$ cat config.mk
export PLATFORM = sky130hd
export DESIGN_NAME = key_entry_ctrl
export DESIGN_NICKNAME = d
export VERILOG_FILES = /design/src/rtl/key_entry_ctrl.sv
export SDC_FILE = /design/constraint.sdc
export NUM_CORES = 1
export LEC_CHECK = 0
export CAP_MARGIN = 30
export CORE_UTILIZATION = 40
export DETAILED_ROUTE_END_ITERATION = 12
export GPL_ROUTABILITY_DRIVEN = 1
export PLACE_DENSITY = 0.74
export SYNTH_ARGS = -nofsm -noshare
export SYNTH_HDL_FRONTEND = slang
export SYNTH_SLANG_ARGS = --single-unit
$ cat constraint.sdc
create_clock -name clk -period 6.7 [get_ports clk]
set_input_delay 1.34 -clock clk [delete_from_list [all_inputs] [get_ports clk]]
set_output_delay 1.34 -clock clk [all_outputs]
set_load 0.005 [all_outputs]
$ cat src/rtl/key_entry_ctrl.sv
// Keypad entry controller: debounces decoded key events, edits a 4-digit hex
// buffer, and time-multiplexes that buffer onto a 4-digit 7-segment display.
module key_entry_ctrl #(
    parameter logic [15:0] SCAN_DIV = 16'd26999,
    parameter logic [2:0]  DEB_CNT  = 3'd3
) (
    input  logic        clk,
    input  logic        nrst,
    input  logic        key_tick,
    input  logic        key_pushed,
    input  logic [3:0]  key_value,
    output logic [3:0]  dig,
    output logic [3:0]  hex,
    output logic [15:0] entry,
    output logic [2:0]  count,
    output logic [15:0] result,
    output logic        result_valid,
    output logic        overflow
);

    typedef enum logic [1:0] {IDLE, PRESS, HELD, REL} state_t;

    state_t      state_q, state_d;
    logic [3:0]  key_q, key_d;
    logic [2:0]  deb_q, deb_d;
    logic        fire;

    logic [15:0] entry_q, entry_d;
    logic [2:0]  count_q, count_d;
    logic [15:0] result_q, result_d;
    logic        rv_q, rv_d;
    logic        ov_q, ov_d;

    logic [15:0] scan_cnt_q, scan_cnt_d;
    logic [1:0]  idx_q, idx_d;
    logic [3:0]  dig_q, dig_d;
    logic [3:0]  hex_q, hex_d;

    // Debounce/hold FSM; fire marks the single accepting tick of a press.
    always_comb begin
        state_d = state_q;
        key_d   = key_q;
        deb_d   = deb_q;
        fire    = 1'b0;
        if (key_tick) begin
            case (state_q)
                IDLE: begin
                    if (key_pushed) begin
                        key_d = key_value;
                        deb_d = 3'd1;
                        if (DEB_CNT <= 3'd1) begin
                            fire    = 1'b1;
                            state_d = HELD;
                        end else begin
                            state_d = PRESS;
                        end
                    end
                end
                PRESS: begin
                    if (!key_pushed) begin
                        state_d = IDLE;
                    end else if (key_value != key_q) begin
                        key_d = key_value;
                        deb_d = 3'd1;
                    end else begin
                        deb_d = deb_q + 3'd1;
                        if (deb_d >= DEB_CNT) begin
                            fire    = 1'b1;
                            state_d = HELD;
                        end
                    end
                end
                HELD: begin
                    if (!key_pushed) begin
                        deb_d   = 3'd1;
                        state_d = (DEB_CNT <= 3'd1) ? IDLE : REL;
                    end
                end
                REL: begin
                    if (key_pushed) begin
                        state_d = HELD;
                    end else begin
                        deb_d = deb_q + 3'd1;
                        if (deb_d >= DEB_CNT) state_d = IDLE;
                    end
                end
                default: state_d = IDLE;
            endcase
        end
    end

    // Edit commands; key_d holds the accepted key on the firing cycle.
    always_comb begin
        entry_d  = entry_q;
        count_d  = count_q;
        result_d = result_q;
        rv_d     = 1'b0;
        ov_d     = 1'b0;
        if (fire) begin
            if (key_d <= 4'h9) begin
                if (count_q < 3'd4) begin
                    entry_d = {entry_q[11:0], key_d};
                    count_d = count_q + 3'd1;
                end else begin
                    ov_d = 1'b1;
                end
            end else begin
                case (key_d)
                    4'hC: begin
                        entry_d = 16'h0;
                        count_d = 3'd0;
                    end
                    4'hE: begin
                        if (count_q != 3'd0) begin
                            entry_d = {4'h0, entry_q[15:4]};
                            count_d = count_q - 3'd1;
                        end
                    end
                    4'hF: begin
                        if (count_q != 3'd0) begin
                            result_d = entry_q;
                            rv_d     = 1'b1;
                            entry_d  = 16'h0;
                            count_d  = 3'd0;
                        end
                    end
                    default: ;
                endcase
            end
        end
    end

    // Display scan: digit0 is never blanked so an empty buffer reads "0".
    always_comb begin
        scan_cnt_d = scan_cnt_q + 16'd1;
        idx_d      = idx_q;
        dig_d      = dig_q;
        hex_d      = hex_q;
        if (scan_cnt_q == SCAN_DIV) begin
            scan_cnt_d = 16'd0;
            idx_d      = idx_q + 2'd1;
            hex_d      = entry_q[{idx_d, 2'b00} +: 4];
            if (({1'b0, idx_d} >= count_q) && (idx_d != 2'd0))
                dig_d = 4'b1111;
            else
                dig_d = ~(4'b0001 << idx_d);
        end
    end

    always_ff @(posedge clk or negedge nrst) begin
        if (!nrst) begin
            state_q    <= IDLE;
            key_q      <= 4'h0;
            deb_q      <= 3'd0;
            entry_q    <= 16'h0;
            count_q    <= 3'd0;
            result_q   <= 16'h0;
            rv_q       <= 1'b0;
            ov_q       <= 1'b0;
            scan_cnt_q <= 16'd0;
            idx_q      <= 2'd0;
            dig_q      <= 4'b1110;
            hex_q      <= 4'h0;
        end else begin
            state_q    <= state_d;
            key_q      <= key_d;
            deb_q      <= deb_d;
            entry_q    <= entry_d;
            count_q    <= count_d;
            result_q   <= result_d;
            rv_q       <= rv_d;
            ov_q       <= ov_d;
            scan_cnt_q <= scan_cnt_d;
            idx_q      <= idx_d;
            dig_q      <= dig_d;
            hex_q      <= hex_d;
        end
    end

    assign dig          = dig_q;
    assign hex          = hex_q;
    assign entry        = entry_q;
    assign count        = count_q;
    assign result       = result_q;
    assign result_valid = rv_q;
    assign overflow     = ov_q;

endmodule

==> flow_summary_export.csv, run 1 <==
group,metric,value,unit
cts,ctsResizeCount,0,
critical_path,start_kind,"primary input",
cells_and_area,area_growth,22.2,%
timing,min_period,3.65,ns
global_routing,grt_max_degree,73,
timing,fin_worst_skew,0.00860,ns
floorplan,fp.dieH,97.7,um
cts,cts_tree,"yes",
critical_path,required,6.92,ns
timing,fmax,274,MHz
power,leakage,2.07,nW
power,switchingPower,0.000286,W
power,cellPowerDensity,232,nW/um^2
cts,cts_made_buffers,9,
floorplan,std_cell_rows,34,
logic_synthesis,synth_most_common_cell,"dfrtp_1",
timing,finalHoldViolCount,0,
detailed_routing,vias,2495,
critical_path,crit_fanout,16,
cells_and_area,fin_nets,377,
cts,cts.clk_slew.worst_paths,0.07,ns
logic_synthesis,syn_inst,301,
critical_path,arrival,3.87,ns
power,vdd_drop_max,145,uV
logic_synthesis,async_flop_share,100,%
hold_path,holdPathStages,1,
global_routing,grt.total_usage,16.5,%
floorplan,coreArea,8810,um^2
timing,rsz0062_at_grt,"false",
cts,post_cts_buffers,0,
timing,setup_tns,0,ns
critical_path,endpoint_kind,"flip-flop",
cts,cts_hold_buf,0,
power,finalPower,0.00104,W
logic_synthesis,syn_area,3660,um^2
placed_design,port_buffers,52,
logic_synthesis,ys_ff_latch,72,
detailed_routing,drtIter0Drc,117,
power,p_clk_share,37.6,%
detailed_routing,drt_pre_antenna_iters,9,
logic_synthesis,synth_cell_type_count,48,
critical_path,crit_type,"primary input to flip-flop",
cts,h-tree-depth,3,
global_routing,antenna_found_initial,0,
floorplan,initial_core_util,41.6,%
logic_synthesis,synth_common_cells,"dfrtp_1 (69), mux2_2 (31), nor2_1 (18), a22o_1 (15), inv_1 (15)",
power,p_seq_share,46.0,%
power,switching_share,27.5,%
cts,cts.path.max_buffers,2,
timing,holdWs,0.455,ns
logic_synthesis,syn_nets,322,
cells_and_area,layout-drive-gt1-share,18.6,%
global_routing,gr-total-overflow,0,
logic_synthesis,ys_warn_count,0,
detailed_routing,post_drt_wl_per_cell,15.7,um
logic_synthesis,synth.yosys.seq_area_share,49.3,%
timing,drv_slew,0,
floorplan,chipWidth,97.7,um
status,status,"finished, violations left",
logic_synthesis,netlist.top_cell.by_area,"dfrtp_1",
detailed_routing,drt_wl_total,7370,um
flow_run,cap_viol_max_count,0,
power,pwr-share-comb,16.4,%
hold_path,hold_class,"flip-flop to flip-flop",
placed_design,dp_hpwl,5010,um
placed_design,place.gp.congestion,0.835,
status,violations,"DRC",
cts,root_buffer,"clkbuf_8",
global_routing,grt_pass1_wl,12400,um
timing,min_period_over_period,54.4,%
logic_synthesis,synth.avg_cell_area,12.2,um^2
floorplan,dieArea,9540,um^2
logic_synthesis,synth_edf_count,0,
timing,setup_viol,0,
detailed_routing,ant_nets,0,
power,intPower,0.000753,W
cts,clkLatencyLatePin,0.34,ns
logic_synthesis,synth-main-ff-cell,"dfrtp_1",
detailed_routing,avgViaCountPerCell,5.32,
cells_and_area,num_antenna_cells,0,
floorplan,io-pin-count,53,
global_routing,grt_pass1_vias,2482,
cts,clock-sinks,72,
logic_synthesis,yosysTopAreaCellShare,47.2,%
critical_path,r2r_cells,7,
logic_synthesis,synth_area_leaders,"dfrtp_1 (47%), mux2_2 (9.5%), ha_1 (4.4%), a22o_1 (3.6%), mux2i_1 (2.7%)",
timing,maxSlewHeadroom,39.1,%
timing,tightest_slew,0.913,ns
detailed_routing,route.detailed.drc,4,
[worst max-delay path, stage by stage]
cell             delay (ns)
clkdlybuf4s50_1        0.55
nand3b_1               0.39
mux2i_1                0.41
and4_1                 0.76
mux2_2                 0.41
[layer usage]
metal  GRT usage, %  wire length, um  vias up  part of all wire (%)
li1               -                -     1189                     -
met1           21.8             3480     1255                    47
met2           26.5             3590       47                    49
met3           3.96              246        4                   3.3
met4           5.59               57        0                  0.77
met5              0                0        -                     0
[state kept, by name, indices dropped and copies added, names as in the netlist, named ones only]
name	count
key_q	4
idx_q	2
state_q	1
entry	16
result_valid	1
dig	4
result	16
overflow	1
deb_q	3
hex	4
scan_cnt_q	16
count	3
[layout make-up]
class                   count  area, um^2
clock buffers              12         155
clock inverters             4        76.3
fillers                   759        4330
inverters                  15        56.3
multi-input cells         205        1720
flip-flops and latches     72        1810
well taps                 108         135
repair buffers             53         523
[logic make-up (layout without fill, tap and decap cells)]
group | Yosys count | in the layout | share of synthesized area (%)
AO/OA/AOI/OAI | 46 | 46 | 8.99
multiplexers | 49 | 49 | 16.4
XOR/XNOR | 18 | 18 | 4.31
adder cells (fa/ha/maj) | 13 | 13 | 4.44
flip-flops | 72 | 72 | 49.3
AND/OR/NAND/NOR | 79 | 79 | 13.0
buffers and inverters | 24 | 84 | 3.59
[stage by stage]
step / instance area, um^2 / setup slack [ns] / std cells / util (%)
after floorplan: 3660 / 3.86 / 301 / -
after global placement: 4240 / 2.78 / 453 / 48.2
after detailed placement: 4240 / 2.71 / 453 / 48.2
after CTS: 4480 / 3.08 / 469 / 50.8
after global routing: 4480 / 2.89 / 469 / 50.8
final: 4480 / 3.05 / 469 / 50.8
[placed cells by master (no fill, tap or decap), types with 11 or more instances in the layout]
cell             netlist  routed
clkdlybuf4s50_1        0      51
nor2_1                18      18
ha_1                  13      13
a22o_1                15      15
nand2_1               13      13
dfrtp_1               69      69
xnor2_1               11      11
mux2_2                31      31
clkbuf_8               0      11
inv_1                 15      15
[power by group through the flow]
| stage | logic, W | registers (W) | clock network, W |
|---|---|---|---|
| global placement | 0.000164 | 0.000485 | 0 |
| global route | 0.000190 | 0.000482 | 0.000423 |
| floorplan | 0.000129 | 0.000480 | 0 |
| CTS | 0.000170 | 0.000478 | 0.000403 |
| detailed placement | 0.000170 | 0.000486 | 0 |
| finish | 0.000170 | 0.000478 | 0.000390 |
[worst paths after layout]
path                                from            end  slack, ns
setup / recovery                key_tick      result[8]       3.05
hold / removal             scan_cnt_q[0]  scan_cnt_q[0]       0.45
setup reg to reg                deb_q[0]      result[8]       3.98
hold reg to reg            scan_cnt_q[0]  scan_cnt_q[0]       0.45
max in group asynchronous           nrst  scan_cnt_q[5]       4.89
min in group asynchronous           nrst      result[0]       1.22
No activity file was read; power rests on OpenSTA's default activity.
==> run 2, diff against run 1 <==
==> constraint.sdc (replaced) <==
create_clock -name clk -period 3.7 [get_ports clk]
set_input_delay 0.74 -clock clk [delete_from_list [all_inputs] [get_ports clk]]
set_output_delay 0.74 -clock clk [all_outputs]
set_load 0.005 [all_outputs]
==> run 2 against run 1 <==
Against the previous run:
- the run still ends with DRC left
- cell area shrank 0.34%
- setup slack lost 2.1 ns
- clock skew is essentially flat
- largest power group unchanged
- critical endpoint is now result[9]
- register-to-register slack lost 2.8 ns
==> flow_summary_export.csv, run 2 (synthesis results as in run 1) <==
group,metric,value,unit
cts,root_buffer,"clkbuf_8",
cts,cts_made_buffers,9,
cts,clock-sinks,72,
power,finalPower,0.00182,W
critical_path,critPathLaunch,"key_tick",
critical_path,r2r-start,"deb_q[0]",
detailed_routing,drt_wl_total,7440,um
floorplan,initial_core_util,41.6,%
detailed_routing,post_drt_wl_per_cell,15.8,um
hold_path,hold_class,"flip-flop to flip-flop",
floorplan,coreArea,8810,um^2
cts,post_cts_buffers,0,
critical_path,start_kind,"primary input",
cts,clkLatencyLatePin,0.36,ns
cells_and_area,layout-drive-gt1-share,19.3,%
global_routing,grt.total_usage,17.3,%
critical_path,endpoint_kind,"flip-flop",
cts,cts.path.max_buffers,2,
global_routing,use_met1,22.5,%
detailed_routing,drtIter0Drc,132,
detailed_routing,vias,2490,
floorplan,io-pin-count,53,
global_routing,busiest_layer,"met2",
critical_path,crit_fanout,16,
timing,min_period_over_period,75.3,%
cells_and_area,fin_nets,379,
timing,setup_viol,0,
critical_path,required,3.94,ns
power,cellPowerDensity,408,nW/um^2
placed_design,place.gp.congestion,0.792,
global_routing,grt_pass1_wl,12800,um
placed_design,dp_hpwl,5170,um
timing,tightest_slew,0.894,ns
cts,cts_tree,"yes",
power,vdd_drop_max,183,uV
cts,cts_hold_buf,0,
placed_design,port_buffers,52,
global_routing,use_met3,4.46,%
floorplan,std_cell_rows,34,
critical_path,arrival,3.03,ns
timing,maxSlewHeadroom,40.4,%
timing,fin_worst_skew,0.00907,ns
detailed_routing,route.detailed.drc,4,
cts,cts.clk_slew.worst_paths,0.08,ns
timing,setup_tns,0,ns
global_routing,gr-total-overflow,0,
detailed_routing,avgViaCountPerCell,5.29,
critical_path,crit_type,"primary input to flip-flop",
timing,min_period,2.79,ns
cells_and_area,nFillCells,760,
global_routing,grt_pass1_vias,2560,
status,status,"finished, violations left",
global_routing,grt_max_degree,73,
global_routing,antenna_found_initial,0,
floorplan,chipWidth,97.7,um
timing,fmax,359,MHz
timing,finalHoldViolCount,0,
cells_and_area,num_antenna_cells,0,
cells_and_area,layout_common_cells,"dfrtp_1 (69), clkdlybuf4s50_1 (51), mux2_2 (31), nor2_1 (18)",
global_routing,use_met2,27.2,%
cells_and_area,final_common_cell,"dfrtp_1",
timing,drv_slew,0,
timing,rsz0062_at_grt,"false",
hold_path,hp-start,"scan_cnt_q[0]",
flow_run,cap_viol_max_count,0,
detailed_routing,drt_pre_antenna_iters,8,
status,violations,"DRC",
detailed_routing,ant_nets,0,
cts,h-tree-depth,3,
power,leakage,2.07,nW
cts,ctsResizeCount,0,
floorplan,dieArea,9540,um^2
floorplan,fp.dieH,97.7,um
cells_and_area,area_growth,21.8,%
==> run 2: cell types whose count changed in the layout (fill, tap and decap cells not counted), sizes merged <==
| cell | delta |
|---|---|
| buf | +2 |
| bufinv | -1 |
| clkbuf | -3 |
| clkinv | +1 |
| inv | +3 |
==> run 2: cell type report <==
cell class / count / area (um^2) / area share (%)
sequential: 72 / 1810 / 40.5
multi-input combinational: 205 / 1720 / 38.7
timing repair buffer: 55 / 538 / 12.1
tap: 108 / 135 / 3.03
clock buffer: 9 / 124 / 2.78
clock inverter: 7 / 77.6 / 1.74
inverter: 15 / 56.3 / 1.26
==> run 2: layer usage <==
| metal | share of wire (%) | vias to the layer above |
|---|---|---|
| met4 | 2.1 | 0 |
| li1 | - | 1197 |
| met1 | 46 | 1221 |
| met3 | 4.2 | 13 |
| met5 | 0 | - |
| met2 | 48 | 59 |
==> run 2: through the flow <==
step	util [%]	hold slack [ns]	setup slack, ns	cell area (um^2)	instances
after floorplan	-	0.424	1.46	3660	301
after global placement	48.4	0.436	0.624	4260	455
after detailed placement	48.4	0.450	0.574	4260	455
after CTS	50.7	0.461	0.944	4460	471
after global routing	50.7	0.483	0.770	4460	471
final	50.7	0.463	0.914	4460	471
==> run 2: worst paths after layout <==
kind	to	slack, ns	depth (start not counted)
setup / recovery	result[9]	0.91	6
hold / removal	scan_cnt_q[0]	0.46	1
setup reg to reg	result[9]	1.23	8
hold reg to reg	scan_cnt_q[0]	0.46	1
max in group asynchronous	dig[0]	2.54	2
min in group asynchronous	result[3]	0.58	2
==> run 2: report_power, final <==
group	switching (W)	leakage, nW	internal (W)
Clock	0.000330	0.101	0.000318
Combinational	0.000183	1.02	0.000123
Sequential	0.0000449	0.948	0.000821
==> run 2: worst max-delay path: stages <==
cell,delay [ns]
clkdlybuf4s50_1,0.55
nand3b_1,0.37
mux2i_1,0.47
and4_1,0.26
buf_4,0.26
mux2_2,0.37
==> run 3, diff against run 2 <==
==> constraint.sdc (replaced) <==
create_clock -name clk -period 2.7 [get_ports clk]
set_input_delay 0.54 -clock clk [delete_from_list [all_inputs] [get_ports clk]]
set_output_delay 0.54 -clock clk [all_outputs]
set_load 0.005 [all_outputs]
==> run 3 against run 2 <==
Against the previous run:
- the flow still finishes with violations (DRC)
- die area is the same
- clock-buffer cell count grew 1
- clock skew decreased by 0.0035 ns
- worst hold slack worse by 0.27 ns
- sequential share of layout area shrank 0.84 points
- via count is 5.7% higher
- global-route usage fell by 0.16 points
- clock power up 20%
- setup slack got worse by 0.48 ns
- critical path depth grew 2
- largest power group unchanged
==> flow_summary_export.csv, run 3 (synthesis results as in run 1) <==
group,metric,value,unit
status,status,"finished, violations left",
status,violations,"DRC",
critical_path,endpoint_kind,"flip-flop",
critical_path,crit_type,"primary input to flip-flop",
cells_and_area,layout-drive-gt1-share,21.9,%
timing,rsz0062_at_grt,"false",
cells_and_area,final_common_cell,"dfrtp_1",
timing,min_period,2.26,ns
cts,root_buffer,"clkbuf_8",
flow_run,cap_viol_max_count,0,
floorplan,fp.dieH,97.7,um
floorplan,initial_core_util,41.6,%
detailed_routing,avgViaCountPerCell,5.45,
power,leakage,2.13,nW
cts,cts_tree,"yes",
critical_path,slowest_stage,"clkdlybuf4s50_1",
power,pwr-share-comb,19.0,%
timing,setup_tns,0,ns
power,cellPowerDensity,533,nW/um^2
cts,clock-sinks,72,
global_routing,antenna_found_initial,0,
global_routing,grt_pass1_vias,2564,
cells_and_area,finalNonFillerCells,483,
global_routing,grt_max_degree,73,
placed_design,place.gp.congestion,0.789,
floorplan,coreArea,8810,um^2
timing,tightest_slew,0.459,ns
cells_and_area,fin_nets,391,
cells_and_area,layout_common_cells,"dfrtp_1 (69), clkdlybuf4s50_1 (51), mux2_2 (31), nor2_1 (18)",
power,vdd_drop_max,282,uV
cts,h-tree-depth,3,
timing,holdWs,0.198,ns
power,p_clk_share,32.0,%
timing,fin_worst_skew,0.00560,ns
timing,fmax,442,MHz
timing,drv_slew,0,
floorplan,chipWidth,97.7,um
timing,setup_viol,0,
timing,maxSlewHeadroom,69.2,%
detailed_routing,vias,2631,
cts,post_cts_buffers,0,
critical_path,start_kind,"primary input",
global_routing,grt_pass1_wl,12800,um
cts,cts.clk_slew.worst_paths,0.08,ns
power,switchingPower,0.000743,W
cells_and_area,area_growth,24.4,%
cts,ctsResizeCount,0,
critical_path,arrival,2.50,ns
global_routing,gr-total-overflow,0,
cts,cts_hold_buf,0,
critical_path,worstPathCellList,"clkdlybuf4s50_1 -> nand3b_1 -> buf_4 -> mux2i_1 -> inv_1 -> o21ai_2 -> nand3_4 -> mux2_4",
floorplan,dieArea,9540,um^2
cts,cts_made_buffers,9,
power,switching_share,30.6,%
detailed_routing,drt_pre_antenna_iters,8,
detailed_routing,post_drt_wl_per_cell,15.7,um
cts,cts.path.max_buffers,2,
floorplan,io-pin-count,53,
cells_and_area,num_antenna_cells,0,
detailed_routing,drt_wl_total,7600,um
critical_path,r2r_cells,8,
placed_design,dp_hpwl,5370,um
critical_path,required,2.93,ns
hold_path,hold_class,"primary input to asynchronous set/reset pin",
timing,min_period_over_period,83.9,%
power,p_seq_share,49.0,%
critical_path,crit_fanout,17,
power,intPower,0.00169,W
cts,clkLatencyLatePin,0.34,ns
floorplan,std_cell_rows,34,
critical_path,slowest_delay,0.47,ns
power,finalPower,0.00243,W
global_routing,grt.total_usage,17.1,%
placed_design,dp.cells,467,
detailed_routing,route.detailed.drc,4,
detailed_routing,drtIter0Drc,107,
timing,finalHoldViolCount,0,
placed_design,port_buffers,52,
detailed_routing,ant_nets,0,
[run 3: cell types whose count changed in the layout (fill, tap and decap cells not counted), sizes merged]
cell and change:
buf +12, clkinv +2, inv -2, bufinv -1, clkbuf +1
[run 3: layout make-up]
cell class / instances / area (um^2)
inverter: 15 / 56.3
tap: 108 / 135
fill: 762 / 4250
clock buffer: 10 / 138
sequential: 72 / 1810
multi-input combinational: 205 / 1720
timing repair buffer: 67 / 653
clock inverter: 6 / 43.8
[run 3: power groups by stage]
stage	Combinational, W	Sequential, W	Clock [W]
floorplan	0.000320	0.00119	0
global placement	0.000443	0.00120	0
detailed placement	0.000460	0.00121	0
finish	0.000462	0.00119	0.000778
global route	0.000518	0.00120	0.000845
CTS	0.000462	0.00119	0.000796
[run 3: metal layers]
layer / up-vias / GRT usage (%) / routed length [um]
met5: - / 0 / 0
met4: 0 / 7.46 / 126
met3: 11 / 3.24 / 347
met2: 62 / 27.3 / 3700
met1: 1331 / 22.7 / 3420
li1: 1227 / - / -
[run 3: critical path: cells and delay by family]
family	cells	cell delay, ns
AND/OR/NAND/NOR	2	0.41
multiplexers	2	0.63
AO/OA/AOI/OAI	1	0.13
buffers and inverters	3	0.78
[run 3: path summary, 6_finish.rpt]
path	end	start	slack, ns
max in group asynchronous	dig[2]	nrst	2.16
worst min-delay path	result[4]	nrst	0.20
min in group clk	scan_cnt_q[0]	scan_cnt_q[0]	0.46
worst max register to register	result[12]	deb_q[0]	0.44
worst min register to register	scan_cnt_q[0]	scan_cnt_q[0]	0.46
worst max-delay path	entry[8]	key_pushed	0.44
[run 3: metrics by stage]
step / instance area (um^2) / setup WS, ns / utilization (%)
2_1_floorplan: 3660 / 0.538 / -
3_3_place_gp: 4370 / 0.123 / 49.7
3_5_place_dp: 4370 / 0.0826 / 49.7
4_1_cts: 4560 / 0.441 / 51.7
5_1_grt: 4560 / 0.291 / 51.7
6_report: 4560 / 0.435 / 51.7
